--- config.mk ---
export PLATFORM = sky130hd
export DESIGN_NAME = ibex_mult_pext_ctrl
export DESIGN_NICKNAME = d
export VERILOG_FILES = /design/src/rtl/ibex_pkg_pext.sv /design/src/rtl/ibex_mult_pext_ctrl.sv
export SDC_FILE = /design/constraint.sdc
export NUM_CORES = 1
export LEC_CHECK = 0
export BUFFER_PORTS_ARGS = -buffer_cell sky130_fd_sc_hd__buf_2
export CAP_MARGIN = 20
export CORE_AREA = 3 3 40 42
export CTS_BUF_LIST = sky130_fd_sc_hd__clkbuf_4
export DETAILED_ROUTE_END_ITERATION = 8
export DIE_AREA = 0 0 43 45
export PLACE_DENSITY = 0.69
export SETUP_SLACK_MARGIN = 0.5
export SLEW_MARGIN = 20
export SYNTH_ARGS = -nofsm -noshare
export SYNTH_HDL_FRONTEND = slang
export SYNTH_SLANG_ARGS = --single-unit
--- constraint.sdc ---
create_clock -name clk_i -period 1.23 [get_ports clk_i]
set_input_delay 0.0615 -clock clk_i [delete_from_list [all_inputs] [get_ports clk_i]]
set_output_delay 0.0615 -clock clk_i [all_outputs]
set_load 0.02 [all_outputs]
--- src/rtl/ibex_pkg_pext.sv ---
// Shared types for the P-extension multiplier sequencing logic.
// Phase encodings, controller states and cycle-count codes.
package ibex_pkg_pext;

    typedef enum logic [1:0] {
        PHASE_LO    = 2'b00,
        PHASE_HI    = 2'b01,
        PHASE_ACCUM = 2'b10
    } mult_pext_phase_e;

    typedef enum logic [1:0] {
        IDLE  = 2'b00,
        MULT1 = 2'b01,
        ACCUM = 2'b10,
        HOLD  = 2'b11
    } mult_pext_ctrl_state_e;

    localparam logic [1:0] CYC_CNT_1 = 2'b00;
    localparam logic [1:0] CYC_CNT_2 = 2'b01;
    localparam logic [1:0] CYC_CNT_3 = 2'b11;

    // The unused code 10 behaves as a 2-cycle op.
    function automatic logic [1:0] norm_cycle_count(logic [1:0] cnt);
        return (cnt == 2'b10) ? CYC_CNT_2 : cnt;
    endfunction

endpackage

--- src/rtl/ibex_mult_pext_ctrl.sv ---
// Multi-cycle sequencer for the P-extension multiplier in EX.
// Steps partial-product phases, optional accumulate and sticky OV.
module ibex_mult_pext_ctrl
    import ibex_pkg_pext::*;
#(
    parameter int unsigned ImdWidth = 34,
    parameter bit          OvSticky = 1'b1
) (
    input  logic       clk_i,
    input  logic       rst_ni,
    input  logic       mult_en_i,
    input  logic       kill_i,
    input  logic [1:0] cycle_count_i,
    input  logic       accum_i,
    input  logic       accum_sub_i,
    input  logic       ready_id_i,
    input  logic       ov_i,
    output logic [1:0] phase_o,
    output logic       imd_we_o,
    output logic       alu_accum_o,
    output logic       alu_sub_o,
    output logic       valid_o,
    output logic       busy_o,
    output logic       ov_o
);

    // The intermediate register lives in the datapath; only its enable is here.
    if (ImdWidth < 2) begin : g_imd_narrow
    end

    mult_pext_ctrl_state_e state_q, state_d;
    mult_pext_phase_e      phase;

    logic [1:0] cnt_q, cnt_d;
    logic       acc_q, acc_d;
    logic       sub_q, sub_d;
    logic       ov_q, ov_d;

    logic       abort;
    logic       is3;
    logic       ov_merge;
    logic [1:0] cnt_in;

    assign abort    = kill_i | ~mult_en_i;
    assign is3      = (cnt_q == CYC_CNT_3);
    assign ov_merge = OvSticky ? (ov_q | ov_i) : ov_i;
    assign cnt_in   = norm_cycle_count(cycle_count_i);

    always_comb begin
        state_d     = state_q;
        cnt_d       = cnt_q;
        acc_d       = acc_q;
        sub_d       = sub_q;
        ov_d        = ov_q;
        phase       = PHASE_LO;
        imd_we_o    = 1'b0;
        alu_accum_o = 1'b0;
        alu_sub_o   = 1'b0;
        valid_o     = 1'b0;
        ov_o        = 1'b0;

        unique case (state_q)
            IDLE: begin
                if (mult_en_i && !kill_i) begin
                    if (cnt_in == CYC_CNT_1) begin
                        valid_o = 1'b1;
                        ov_o    = ov_i;
                    end else begin
                        imd_we_o = 1'b1;
                        cnt_d    = cnt_in;
                        acc_d    = accum_i;
                        sub_d    = accum_sub_i;
                        ov_d     = ov_i;
                        state_d  = MULT1;
                    end
                end
            end

            MULT1: begin
                phase = PHASE_HI;
                if (abort) begin
                    ov_d    = 1'b0;
                    state_d = IDLE;
                end else if (is3) begin
                    imd_we_o = 1'b1;
                    ov_d     = ov_merge;
                    state_d  = ACCUM;
                end else begin
                    valid_o = 1'b1;
                    ov_o    = ov_merge;
                    if (ready_id_i) begin
                        ov_d    = 1'b0;
                        state_d = IDLE;
                    end else begin
                        ov_d    = ov_merge;
                        state_d = HOLD;
                    end
                end
            end

            ACCUM: begin
                phase       = PHASE_ACCUM;
                alu_accum_o = acc_q;
                alu_sub_o   = sub_q;
                if (abort) begin
                    ov_d    = 1'b0;
                    state_d = IDLE;
                end else begin
                    valid_o = 1'b1;
                    ov_o    = ov_merge;
                    if (ready_id_i) begin
                        ov_d    = 1'b0;
                        state_d = IDLE;
                    end else begin
                        ov_d    = ov_merge;
                        state_d = HOLD;
                    end
                end
            end

            HOLD: begin
                // Present the phase that produced the held result.
                phase       = is3 ? PHASE_ACCUM : PHASE_HI;
                alu_accum_o = is3 & acc_q;
                alu_sub_o   = is3 & sub_q;
                if (abort) begin
                    ov_d    = 1'b0;
                    state_d = IDLE;
                end else begin
                    valid_o = 1'b1;
                    ov_o    = ov_q;
                    if (ready_id_i) begin
                        ov_d    = 1'b0;
                        state_d = IDLE;
                    end
                end
            end

            default: begin
                state_d = IDLE;
            end
        endcase
    end

    always_ff @(posedge clk_i or negedge rst_ni) begin
        if (!rst_ni) begin
            state_q <= IDLE;
            cnt_q   <= CYC_CNT_1;
            acc_q   <= 1'b0;
            sub_q   <= 1'b0;
            ov_q    <= 1'b0;
        end else begin
            state_q <= state_d;
            cnt_q   <= cnt_d;
            acc_q   <= acc_d;
            sub_q   <= sub_d;
            ov_q    <= ov_d;
        end
    end

    assign phase_o = phase;
    assign busy_o  = (state_q != IDLE);

endmodule

==> results.yml <==
cts:
  cts_buffers: 3
  clock_sinks: 7
  clockRootBuffer: "clkbuf_4"
  clk_pin_slew_ps: 60
  cts_tree: "done"
  clock_latency_ps: 270
  htree_levels: 1
  clockBufferDepth: 2
grt:
  grt_pass1_wl_um: 1830
  grt_antenna_before_repair: 0
  grt_overflow: 0
  grtUsageTotal_pct: 13.1
  grt_max_degree: 11
  grt_pass1_vias: 443
cells_and_area:
  layout_commonest_cell: "buf_2"
  nFillCells: 97
  syn_to_final_growth_pct: 89.9
  drive_above_1_share_pct: 63.7
  num_antenna_cells: 0
  final_core_util_pct: 60.3
  final_design_area_no_fill_sq_um: 774
  final_nets: 91
  layout_common_cells: "buf_2 (10), buf_6 (9), buf_4 (8), nand2_1 (7), dfrtp_1 (6)"
place:
  place_hpwl_um: 854
  dpl-instance-area_sq_um: 568
  dpl_worst_slack_ps: -77.4
  io_buffers: 17
  globalplace.congestion: 0.758
detailed_routing:
  drc_errors: 0
  drt_iter0_drc: 15
  ant_nets: 0
  post_drt_wl_per_cell_um: 14.5
  drt_first_pass_iters: 4
  wirelength_um: 1380
  via_count: 494
  via_per_inst: 5.20
sta:
  tightest_slew_ps: 417
  period_share_pct: 118
  setup_viol_count_final: 13
  slew_headroom_pct: 72.1
  final.min_clock_period_ps: 1450
  slew_violations: 0
  rsz0062_at_grt: "true"
  clock_skew_ps: 1.80
  timing.fmax_ghz: 0.689
  hold_viol_final: 0
  fin_hold_ws_ps: 6.57
  layout_setup_ws_ps: -222
hold_path:
  min_path_type: "in2reg"
pwr:
  seq_power_share_pct: 35.7
  power.total_w: 0.000800
  power.density_nw_per_um2: 1030
  peakVddDrop_mv: 0.480
  intPower_w: 0.000536
  p_leak_nw: 0.362
  clkPwrFrac_pct: 32.4
  swShare_pct: 33.0
  netSwitchingPower_w: 0.000264
  p_comb_share_pct: 31.9
setup_path:
  critPathKind: "reg2out"
  worst-path-max-fanout: 7
  cp_common_cell: "buf_6"
  crit_slowest_cell: "dfrtp_2"
  cp-start-kind: "flip-flop"
  timing.critical_path.to_type: "primary output"
  arrival_ps: 1390
  critPathTopFamily: "flip-flops"
  crit_buf_inv: 2
  required_ps: 1170
  crit_chain: "buf_6, nand2_4, a21oi_2, o21a_1, nor2_4, buf_6"
  max_stage_delay_ps: 480
synth:
  synth_nets: 60
  synth_area_sq_um: 408
  synthCells: 50
  synth-seq-cells: 7
  synth_warnings: 0
  synth.avg_cell_area_sq_um: 8.16
  seq_area_frac_synth_pct: 42.9
  synthDistinctLibCells: 20
die:
  rows: 13
  die_width_um: 43
  dieArea_sq_um: 1940
  die_h_um: 45
  initial_core_util_pct: 31.7
  io_pins: 18
  core_area_sq_um: 1280
status:
  violations: "setup timing"
  status: "complete, but fails checks"
flow_run:
  maxCapViolCount: 0
==> synthesized netlist by cell type, drive strengths merged <==
library cell  number  share of area (%)
nand2b             2                3.1
nor2               4                3.7
nand3              2                2.5
o21a               3                5.5
buf                3                5.2
o311ai             1                2.1
or4                1                1.8
nor2b              1                1.5
nor3               1                1.2
and2               2                3.1
inv                2                1.8
o2bb2ai            1                2.1
a21boi             1                1.8
o31ai              2                3.7
a21oi              3                3.7
dfrtp              7                 43
o21ai              2                2.5
nand2             11                 10
nor4               1                1.5
==> power by group through the flow <==
stage / Clock (W) / Sequential [W] / Combinational, W
floorplan: 0 / 0.000273 / 0.000108
global placement: 0 / 0.000279 / 0.000171
detailed placement: 0 / 0.000280 / 0.000173
CTS: 0.000261 / 0.000278 / 0.000203
global route: 0.000269 / 0.000289 / 0.000272
finish: 0.000259 / 0.000285 / 0.000255
==> through the flow <==
| step | setup TNS [ps] | std cells |
|---|---|---|
| floorplan | -275 | 50 |
| global placement | -269 | 87 |
| detailed placement | -325 | 87 |
| CTS | -1430 | 93 |
| global route | -1870 | 95 |
| finish | -1420 | 95 |
==> routing by layer <==
| layer | vias to the layer above | global-route usage [%] | routed length (um) |
|---|---|---|---|
| li1 | 232 | - | - |
| met4 | 0 | 8.43 | 25 |
| met2 | 22 | 21.9 | 693 |
| met1 | 236 | 14.5 | 553 |
| met5 | - | 0 | 0 |
| met3 | 4 | 4.38 | 104 |
==> logic make-up (layout without fill, tap and decap cells) <==
| logic type | after synthesis | in the layout | share of synthesized area [%] |
|---|---|---|---|
| simple gates | 25 | 25 | 28.5 |
| compound gates | 13 | 13 | 21.5 |
| flops | 7 | 7 | 42.9 |
| buf+inv | 5 | 35 | 7.06 |
==> registers in the layout (all words and copies together), names as in the netlist <==
register and count:
state_q 2, sub_q 1, ov_q 1, acc_q 1
cnt_q 2
==> final cells by class <==
cell class	instances	area (sq um)	area share, %
Tap cell	15	18.8	2.42
Inverter	2	7.51	0.969
Sequential cell	7	176	22.8
Clock buffer	4	30.0	3.88
Multi-Input combinational cell	38	310	40.1
Timing Repair Buffer	29	231	29.9
==> path summary, 6_finish.rpt <==
check / from / endpoint / slack (ps) / cells after the start
max in group asynchronous: rst_ni / state_q[0] / 900 / 2
hold reg to reg: sub_q / sub_q / 470 / 2
setup / recovery: state_q[0] / ov_o / -220 / 6
min in group asynchronous: rst_ni / ov_q / 160 / 2
setup reg to reg: state_q[0] / ov_q / -90 / 3
hold / removal: accum_i / acc_q / 7 / 3
==> repair_timing <==
action	in CTS	in global routing
hold endpoints to repair	8	0
buffers inserted	0	2
endpoints found under the setup margin	15	15
resized for setup	19	18
pin swaps	2	6
hold buffers	2	0
gates cloned	0	0
==> worst register-to-register path, stage by stage, from the launching register on <==
cell and delay, ps:
dfrtp_2 480, or4_4 570, nand2_1 100, a21boi_1 60
Power figures use the tool's default switching activity.
